$ cat src/rtl/collram_pkg.sv
// Shared constants and types for the collision-latch RAM.
// Read-byte bit positions, counter width and sweep FSM states.
package collram_pkg;

  localparam int RD_SM_BIT    = 7;
  localparam int RD_NBUSY_BIT = 6;
  localparam int RD_ENT_BIT   = 0;
  localparam int CNT_W        = 8;

  typedef enum logic {IDLE, SWEEP} sweep_state_t;

endpackage

$ cat src/rtl/collram_sweep_if.sv
// CPU and video-side signals of the collision RAM, bundled into one interface.
// master drives the requests, slave is the RAM block.
interface collram_sweep_if #(parameter int AW = 10);

  logic [AW-1:0] cpu_ad;
  logic          cpu_wr_coll;
  logic          cpu_wr_collclr;
  logic          cpu_wr_clrall;
  logic [7:0]    cpu_rd_coll;
  logic [AW-1:0] coll_ad;
  logic          coll;
  logic          frame_start;
  logic          busy;
  logic [7:0]    coll_cnt;

  modport master (
    output cpu_ad, cpu_wr_coll, cpu_wr_collclr, cpu_wr_clrall,
    output coll_ad, coll, frame_start,
    input  cpu_rd_coll, busy, coll_cnt
  );

  modport slave (
    input  cpu_ad, cpu_wr_coll, cpu_wr_collclr, cpu_wr_clrall,
    input  coll_ad, coll, frame_start,
    output cpu_rd_coll, busy, coll_cnt
  );

endinterface

$ cat src/rtl/collram_bits.sv
// 2^AW x 1 simple dual-port RAM: one write port, registered read port that
// returns the old contents when the same address is written in the same cycle.
module collram_bits #(
  parameter int AW = 10
) (
  input  logic          clk,
  input  logic          we,
  input  logic [AW-1:0] wa,
  input  logic          wd,
  input  logic [AW-1:0] ra,
  output logic          rd
);

  logic mem [0:(1 << AW) - 1];

  always_ff @(posedge clk) begin
    if (we) begin
      mem[wa] <= wd;
    end
    rd <= mem[ra];
  end

endmodule

$ cat src/rtl/collram_sweep.sv
// Collision-latch RAM top: write arbitration, summary flag, event counter and,
// when COLLRAM_SWEEP_EN is defined, the hardware clear-all sweep FSM.
module collram_sweep
  import collram_pkg::*;
#(
  parameter int AW       = 10,
  parameter int AUTO_CLR = 0
) (
  input  logic             clk,
  input  logic             RESET,
  collram_sweep_if.slave   bus
);

  localparam logic [AW-1:0] LAST = '1;

  logic             ram_we;
  logic             ram_wd;
  logic [AW-1:0]    ram_wa;
  logic             ram_rd;
  logic             sweep_we;
  logic             busy;
  logic             start_req;
  logic [AW-1:0]    ptr;
  logic             coll_sm;
  logic [CNT_W-1:0] coll_cnt;

`ifdef COLLRAM_SWEEP_EN
  sweep_state_t  state, state_nxt;
  logic [AW-1:0] ptr_nxt;

  assign start_req = bus.cpu_wr_clrall | ((AUTO_CLR != 0) & bus.frame_start);

  // Reset drops into SWEEP so the array clears itself after power-up.
  always_ff @(posedge clk) begin
    if (RESET) begin
      state <= SWEEP;
      ptr   <= '0;
    end else begin
      state <= state_nxt;
      ptr   <= ptr_nxt;
    end
  end

  always_comb begin
    state_nxt = state;
    ptr_nxt   = ptr;
    sweep_we  = 1'b0;
    case (state)
      IDLE: begin
        if (start_req) begin
          state_nxt = SWEEP;
          ptr_nxt   = '0;
        end
      end
      SWEEP: begin
        sweep_we = ~bus.cpu_wr_coll & ~bus.coll;
        if (start_req) begin
          ptr_nxt = '0;
        end else if (sweep_we) begin
          if (ptr == LAST) begin
            state_nxt = IDLE;
          end else begin
            ptr_nxt = ptr + AW'(1);
          end
        end
      end
    endcase
  end

  assign busy = (state == SWEEP);
`else
  logic unused_sweep;

  assign start_req    = 1'b0;
  assign sweep_we     = 1'b0;
  assign busy         = 1'b0;
  assign ptr          = '0;
  assign unused_sweep = ^{bus.cpu_wr_clrall, bus.frame_start, (AUTO_CLR != 0)};
`endif

  // CPU clear beats a hardware set, which beats the sweep; a stalled sweep holds ptr.
  always_comb begin
    ram_we = 1'b1;
    ram_wa = bus.cpu_ad;
    ram_wd = 1'b0;
    if (bus.cpu_wr_coll) begin
      ram_wa = bus.cpu_ad;
    end else if (bus.coll) begin
      ram_wa = bus.coll_ad;
      ram_wd = 1'b1;
    end else if (sweep_we) begin
      ram_wa = ptr;
    end else begin
      ram_we = 1'b0;
    end
  end

  collram_bits #(.AW(AW)) u_bits (
    .clk (clk),
    .we  (ram_we),
    .wa  (ram_wa),
    .wd  (ram_wd),
    .ra  (bus.cpu_ad),
    .rd  (ram_rd)
  );

  // A coll still counts and sets the flag even when it loses the write port.
  always_ff @(posedge clk) begin
    if (RESET) begin
      coll_sm  <= 1'b0;
      coll_cnt <= '0;
    end else if (bus.cpu_wr_collclr | start_req) begin
      coll_sm  <= 1'b0;
      coll_cnt <= '0;
    end else if (bus.coll) begin
      coll_sm <= 1'b1;
      if (coll_cnt != '1) begin
        coll_cnt <= coll_cnt + CNT_W'(1);
      end
    end
  end

  always_comb begin
    bus.cpu_rd_coll               = 8'h3E;
    bus.cpu_rd_coll[RD_SM_BIT]    = coll_sm;
    bus.cpu_rd_coll[RD_NBUSY_BIT] = ~busy;
    bus.cpu_rd_coll[RD_ENT_BIT]   = ram_rd;
  end

  assign bus.busy     = busy;
  assign bus.coll_cnt = coll_cnt;

endmodule

$ cat src/flat_wrapper.sv
// flat-port wrapper written by rule: the top's interface ports become plain ports
module collram_sweep_flat import collram_pkg::*;
#(
  parameter int AW       = 10,
  parameter int AUTO_CLR = 0
)
  (clk, RESET, bus_cpu_ad, bus_cpu_wr_coll, bus_cpu_wr_collclr, bus_cpu_wr_clrall, bus_coll_ad, bus_coll, bus_frame_start, bus_cpu_rd_coll, bus_busy, bus_coll_cnt);
  collram_sweep_if #(.AW(AW)) bus_i ();
  input  logic clk;
  input  logic RESET;
  input wire logic [$bits(bus_i.cpu_ad)-1:0] bus_cpu_ad;
  input wire logic [$bits(bus_i.cpu_wr_coll)-1:0] bus_cpu_wr_coll;
  input wire logic [$bits(bus_i.cpu_wr_collclr)-1:0] bus_cpu_wr_collclr;
  input wire logic [$bits(bus_i.cpu_wr_clrall)-1:0] bus_cpu_wr_clrall;
  input wire logic [$bits(bus_i.coll_ad)-1:0] bus_coll_ad;
  input wire logic [$bits(bus_i.coll)-1:0] bus_coll;
  input wire logic [$bits(bus_i.frame_start)-1:0] bus_frame_start;
  output wire logic [$bits(bus_i.cpu_rd_coll)-1:0] bus_cpu_rd_coll;
  output wire logic [$bits(bus_i.busy)-1:0] bus_busy;
  output wire logic [$bits(bus_i.coll_cnt)-1:0] bus_coll_cnt;
  assign bus_i.cpu_ad = bus_cpu_ad;
  assign bus_i.cpu_wr_coll = bus_cpu_wr_coll;
  assign bus_i.cpu_wr_collclr = bus_cpu_wr_collclr;
  assign bus_i.cpu_wr_clrall = bus_cpu_wr_clrall;
  assign bus_i.coll_ad = bus_coll_ad;
  assign bus_i.coll = bus_coll;
  assign bus_i.frame_start = bus_frame_start;
  assign bus_cpu_rd_coll = bus_i.cpu_rd_coll;
  assign bus_busy = bus_i.busy;
  assign bus_coll_cnt = bus_i.coll_cnt;
  collram_sweep #(.AW(AW), .AUTO_CLR(AUTO_CLR)) u_core (.clk(clk), .RESET(RESET), .bus(bus_i));
endmodule
$ cat config.mk
export PLATFORM = sky130hd
export DESIGN_NAME = collram_sweep_flat
export DESIGN_NICKNAME = d
export VERILOG_FILES = /design/src/rtl/collram_pkg.sv /design/src/rtl/collram_sweep_if.sv /design/src/rtl/collram_bits.sv /design/src/rtl/collram_sweep.sv /design/src/flat_wrapper.sv
export SDC_FILE = /design/constraint.sdc
export NUM_CORES = 1
export LEC_CHECK = 0
export BUFFER_PORTS_ARGS = -buffer_cell sky130_fd_sc_hd__buf_2
export CAP_MARGIN = 0
export CORE_UTILIZATION = 55
export DETAILED_ROUTE_END_ITERATION = 8
export PLACE_DENSITY = 0.73
export SYNTH_ARGS = -nofsm -noshare
export SYNTH_HDL_FRONTEND = slang
export SYNTH_HIERARCHICAL = 1
export SYNTH_SLANG_ARGS = --single-unit
$ cat constraint.sdc
create_clock -name clk -period 6.6 [get_ports clk]
set_input_delay 0.33 -clock clk [delete_from_list [all_inputs] [get_ports clk]]
set_output_delay 0.33 -clock clk [all_outputs]
set_load 0.02 [all_outputs]
# == Yosys cells after proc, flatten, opt, wreduce, memory -nomap -nowiden ==
# Memories as Yosys holds them, arrays and structs flattened. A register that Yosys moved wholly into a read port is not among the register bits.
# Cells that the tools add are included.
# word_totals
ff_bits,9
mem_bits_rw,1024
out_inout_bits,17
wordCells,14
n_memories,1
# op_classes
addsub,1
eq_ne,1
muxes,7
n_reduce_logical,2
# mem_list
name,depth,word_bits,rd,rd_clocked_by_memory_dff,write_ports,line_no,text
u_core.u_bits.mem,1024,1,1,1,1,collram_bits.sv:14,logic mem [0:(1 << AW) - 1];
# ops
op,n
$mux W10,2
$add A8 B1 Y8 const B,1
$ne A8 B8 Y1 const B,1
$mux W1,5
$reduce_and A2 Y1,1
$reduce_or A2 Y1,1

# == Depth between registers and ports, before layout ==
# depth
depth_word,4
mapped_depth,15

# == Modules after synthesis ==
# Netlist, hierarchy kept.
# modules_own_cells
module,instances,cells_per_inst,area_each_um2,seq_area_each_um2
collram_bits,1,3112,44656.6,30769.5
collram_sweep,1,78,699.4,180.2

# == Least setup slack after synthesis ==
# OpenSTA, ideal clock, no wires.
# synth_path
path_type,input to register
startpoint,input bus_coll
endpoint,"memory u_core.u_bits.mem[516], enable pin"
setup_time_ns,0.300
arrival_time_ns,5.397
required_ns,6.300
setup_slack_ns,0.904
path_stages,10
path_cell_list,buf_4 nor2b_4 buf_6 mux2_2 clkbuf_1 nor3b_1 nand3_1 clkbuf_1 buf_1 nor2_1
# synth_between
elab_cells_between_ends,6
cone_classes,6 x mux
# synth_lines
element,line_no,text
"start, declared",flat_wrapper.sv:16,input wire logic [$bits(bus_i.coll)-1:0] bus_coll;
$mux W10,collram_sweep.sv:88,end else if (bus.coll) begin
$mux W10,collram_sweep.sv:86,if (bus.cpu_wr_coll) begin
via u_core.ram_wa[2],collram_sweep.sv:18,logic [AW-1:0] ram_wa;
"end, declared",collram_bits.sv:14,
# The timed path passes the listed nets, and every way through them passes these cells.

# == Worst setup path after layout ==
# layout_path
startpoint,input bus_coll
endpoint,"memory u_core.u_bits.mem[821], enable pin"
# The elaborated chain is that of the path after synthesis.

==> impl_metrics.py <==
metrics = {
    "critical_path": {
        "crit_path_end_kind": "flip-flop",
        "crit_path_start_kind": "primary input",
        "r2r-end": "u_core/u_bits/rd",
        "worstPathArrival_ns": 4.24,
        "rrSetupSlack_ns": 3.40,
        "path_class": "primary input to flip-flop",
        "cp.required_ns": 6.92,
        "cp_max_fo": 25,
        "rr_startpoint": "u_core/u_bits/mem[447]",
        "r2r_cells": 7,
    },
    "timing": {
        "setup_slack_ns": 2.68,
        "slew_viol_final": 0,
        "fin_skew_ns": 0.0337,
        "max_slew_margin_pct": 1.12,
        "setup_viol": 0,
        "worst_slew_pin_slew_ns": 1.48,
        "grt_setup_unrepaired": "false",
        "fmax_mhz": 255,
        "period_needed_ns": 3.92,
        "min_period_over_period_pct": 59.4,
        "final-hold-violation-count": 0,
        "setup-tns-final_ns": 0,
    },
    "global_routing": {
        "grt_max_degree": 335,
        "antenna_found_initial": 9,
        "track_usage_pct": 28.5,
        "overflow": 0,
        "grt_pass1_vias": 27000,
        "grt_pass1_wl_um": 172000,
    },
    "clocking": {
        "post_cts_resized": 0,
        "cts.sinks": 1034,
        "clkTransAtPathRegs_ns": 0.06,
        "cts_buffer_depth": 3,
        "cts_max_level": 3,
        "insertion_delay_ns": 0.66,
        "cts_tree": "done",
        "numCtsBuffers": 102,
        "root_buffer": "clkbuf_16",
    },
    "floorplan": {
        "start_util_pct": 55.9,
        "rows": 104,
        "die-area_um2": 83600,
        "dieWidth_um": 289,
        "die_h_um": 289,
        "io_pins": 44,
        "core_area_um2": 81100,
    },
    "logic_synthesis": {
        "seq_area_frac_synth_pct": 68.2,
        "avgSynthCellArea_um2": 14.2,
        "async_flop_share_pct": 0,
        "synth_top_area_share_pct": 67.8,
        "ys_warn_count": 6,
        "synth_edf_count": 1024,
        "netlist_instances": 3190,
        "synth_flop_cell": "edfxtp_1",
        "synth_seq_cells": 1034,
        "yosysTopAreaCell": "edfxtp_1",
        "synth_area_leaders": "edfxtp_1, mux4_2, nor2_1",
        "synth.distinct_cells": 67,
        "netlist_area_um2": 45400,
    },
    "min_path": {
        "min_to": "u_core/coll_sm",
        "hp-class": "primary input to flip-flop",
        "hold_depth": 3,
        "min-delay-start": "bus_coll",
    },
    "run_status": {
        "status": "complete, no violations",
    },
    "power": {
        "p_int_mw": 10.9,
        "seqPwrFrac_pct": 52.3,
        "power_mw": 13.8,
        "powerDensity_nw_per_um2": 280,
        "p_comb_share_pct": 5.5,
        "clock_power_share_pct": 42.2,
        "p_leak_nw": 13.5,
        "p_sw_share_pct": 21.5,
        "vdd.ir_drop.worst_mv": 0.287,
        "power.net_switching_mw": 2.97,
    },
    "finish": {
        "final_layout_size_suffix_gt1_share_pct": 16.1,
        "final-seq-area_um2": 30900,
        "multi_input_area_um2": 13000,
        "finalNonFillerCells": 4237,
        "final_common_cell": "nor2_1",
        "synthToLayoutAreaGrowth_pct": 9.02,
        "nets": 3116,
        "most-common-layout-cells": "nor2_1, edfxtp_1, mux4_2, mux2i_1, clkbuf_16",
        "nFillCells": 5801,
    },
    "routing": {
        "vias": 27800,
        "drc": 0,
        "routedWlPerCell_um": 27.7,
        "drtPass1Iterations": 6,
        "drt-total-wl_um": 118000,
        "viasPerCell": 6.57,
        "drtIter0Drc": 4172,
        "ant_nets": 0,
    },
    "flow_run": {
        "cap_viol_max_count": 0,
    },
    "place": {
        "dp_hpwl_um": 62000,
        "pre_cts_ws_ns": 2.06,
        "port_buffers": 34,
        "dpl.cell_count": 4042,
        "place_congestion": 0.826,
    },
}
state kept, by name, summed over array words and instances (netlist names):
signal and flops:
u_core/u_bits/rd 1, u_core/bus.coll_cnt 8, u_core/u_bits/mem 1024, u_core/coll_sm 1
routing by layer:
metal	wire (um)	vias up	GRT usage [%]
met1	41200	14200	38.2
met2	56700	1740	46.0
li1	-	11600	-
met4	5320	6	12.1
met5	36	-	0
met3	14300	317	5.40
power groups by stage:
| stage | sequential, mW | clock [mW] | combinational (mW) |
|---|---|---|---|
| 2_1_floorplan | 7.38 | 0 | 0.505 |
| 3_3_place_gp | 7.37 | 0 | 0.727 |
| 3_5_place_dp | 7.37 | 0 | 0.743 |
| 4_1_cts | 7.23 | 5.89 | 0.746 |
| 5_1_grt | 7.23 | 6.13 | 0.795 |
| 6_report | 7.23 | 5.84 | 0.762 |
per-stage QoR:
step	util (%)	hold WS, ns	instance area [um^2]
finish	61.0	0.0473	49400
global route	61.0	0.0602	49400
CTS	61.0	0.0246	49400
detailed placement	56.8	0.486	46000
global placement	56.8	0.461	46000
floorplan	-	0.441	45400
cells by family (layout without fill, tap and decap cells):
| group | after synthesis | count (layout) | synth area share [%] |
|---|---|---|---|
| compound gates | 192 | 192 | 3.01 |
| fa+ha+maj | 1 | 1 | 0.0276 |
| buf+inv | 323 | 303 | 3.49 |
| flops | 1034 | 1034 | 68.2 |
| mux | 352 | 352 | 13.8 |
| other cells | 2 | 9 | 0.0166 |
| simple gates | 1286 | 1286 | 11.4 |
critical path: stages:
cell,delay [ns]
buf_2,0.19
nor2b_4,0.56
buf_4,0.36
mux2_2,0.39
nor2b_1,0.92
nand3_1,0.86
nor4b_1,0.59
cells in the mapped netlist, drive strengths merged, types with 3 or more instances:
library cell,n
nand2b,8
or2,4
a311oi,4
edfxtp,1024
a211oi,6
nor2,1039
and2,6
nor3b,8
o22ai,28
a22o,4
nor3,39
buf,128
o21ai,15
nor2b,12
mux2,13
or3,3
a21oi,42
o221ai,49
nand4,12
and4,4
and3,6
mux2i,125
clkbuf,189
a2111oi,6
nor4,5
dfxtp,10
and3b,3
nand3,39
nand2,92
inv,4
mux4,214
a22oi,17
a31oi,5
cell type report:
type	count	share of cell area (%)
Multi-Input combinational cell	1838	26.2
Inverter	6	0.0455
Clock buffer	132	5.66
Sequential cell	1034	62.6
Tap cell	1060	2.68
Clock inverter	59	1.17
Timing Repair Buffer	106	1.59
Antenna cell	2	0.0101
worst max path at each step:
stage,endpoint,depth (start not counted),slack [ns],startpoint
floorplan,u_core/u_bits/mem[516],10,0.90,bus_coll
global placement,u_core/u_bits/rd,11,2.16,bus_cpu_ad[1]
detailed placement,u_core/u_bits/mem[565],7,2.06,bus_coll
CTS,u_core/u_bits/mem[821],7,2.68,bus_coll
global route,u_core/u_bits/mem[821],7,2.55,bus_coll
finish,u_core/u_bits/mem[821],7,2.68,bus_coll
timing repair:
| item | in CTS | in global routing |
|---|---|---|
| hold endpoints to repair | 1 | 0 |
| hold buffers | 2 | 0 |
| setup buffers | 0 | 0 |
Note: power is estimated with default switching activity, not from simulation.
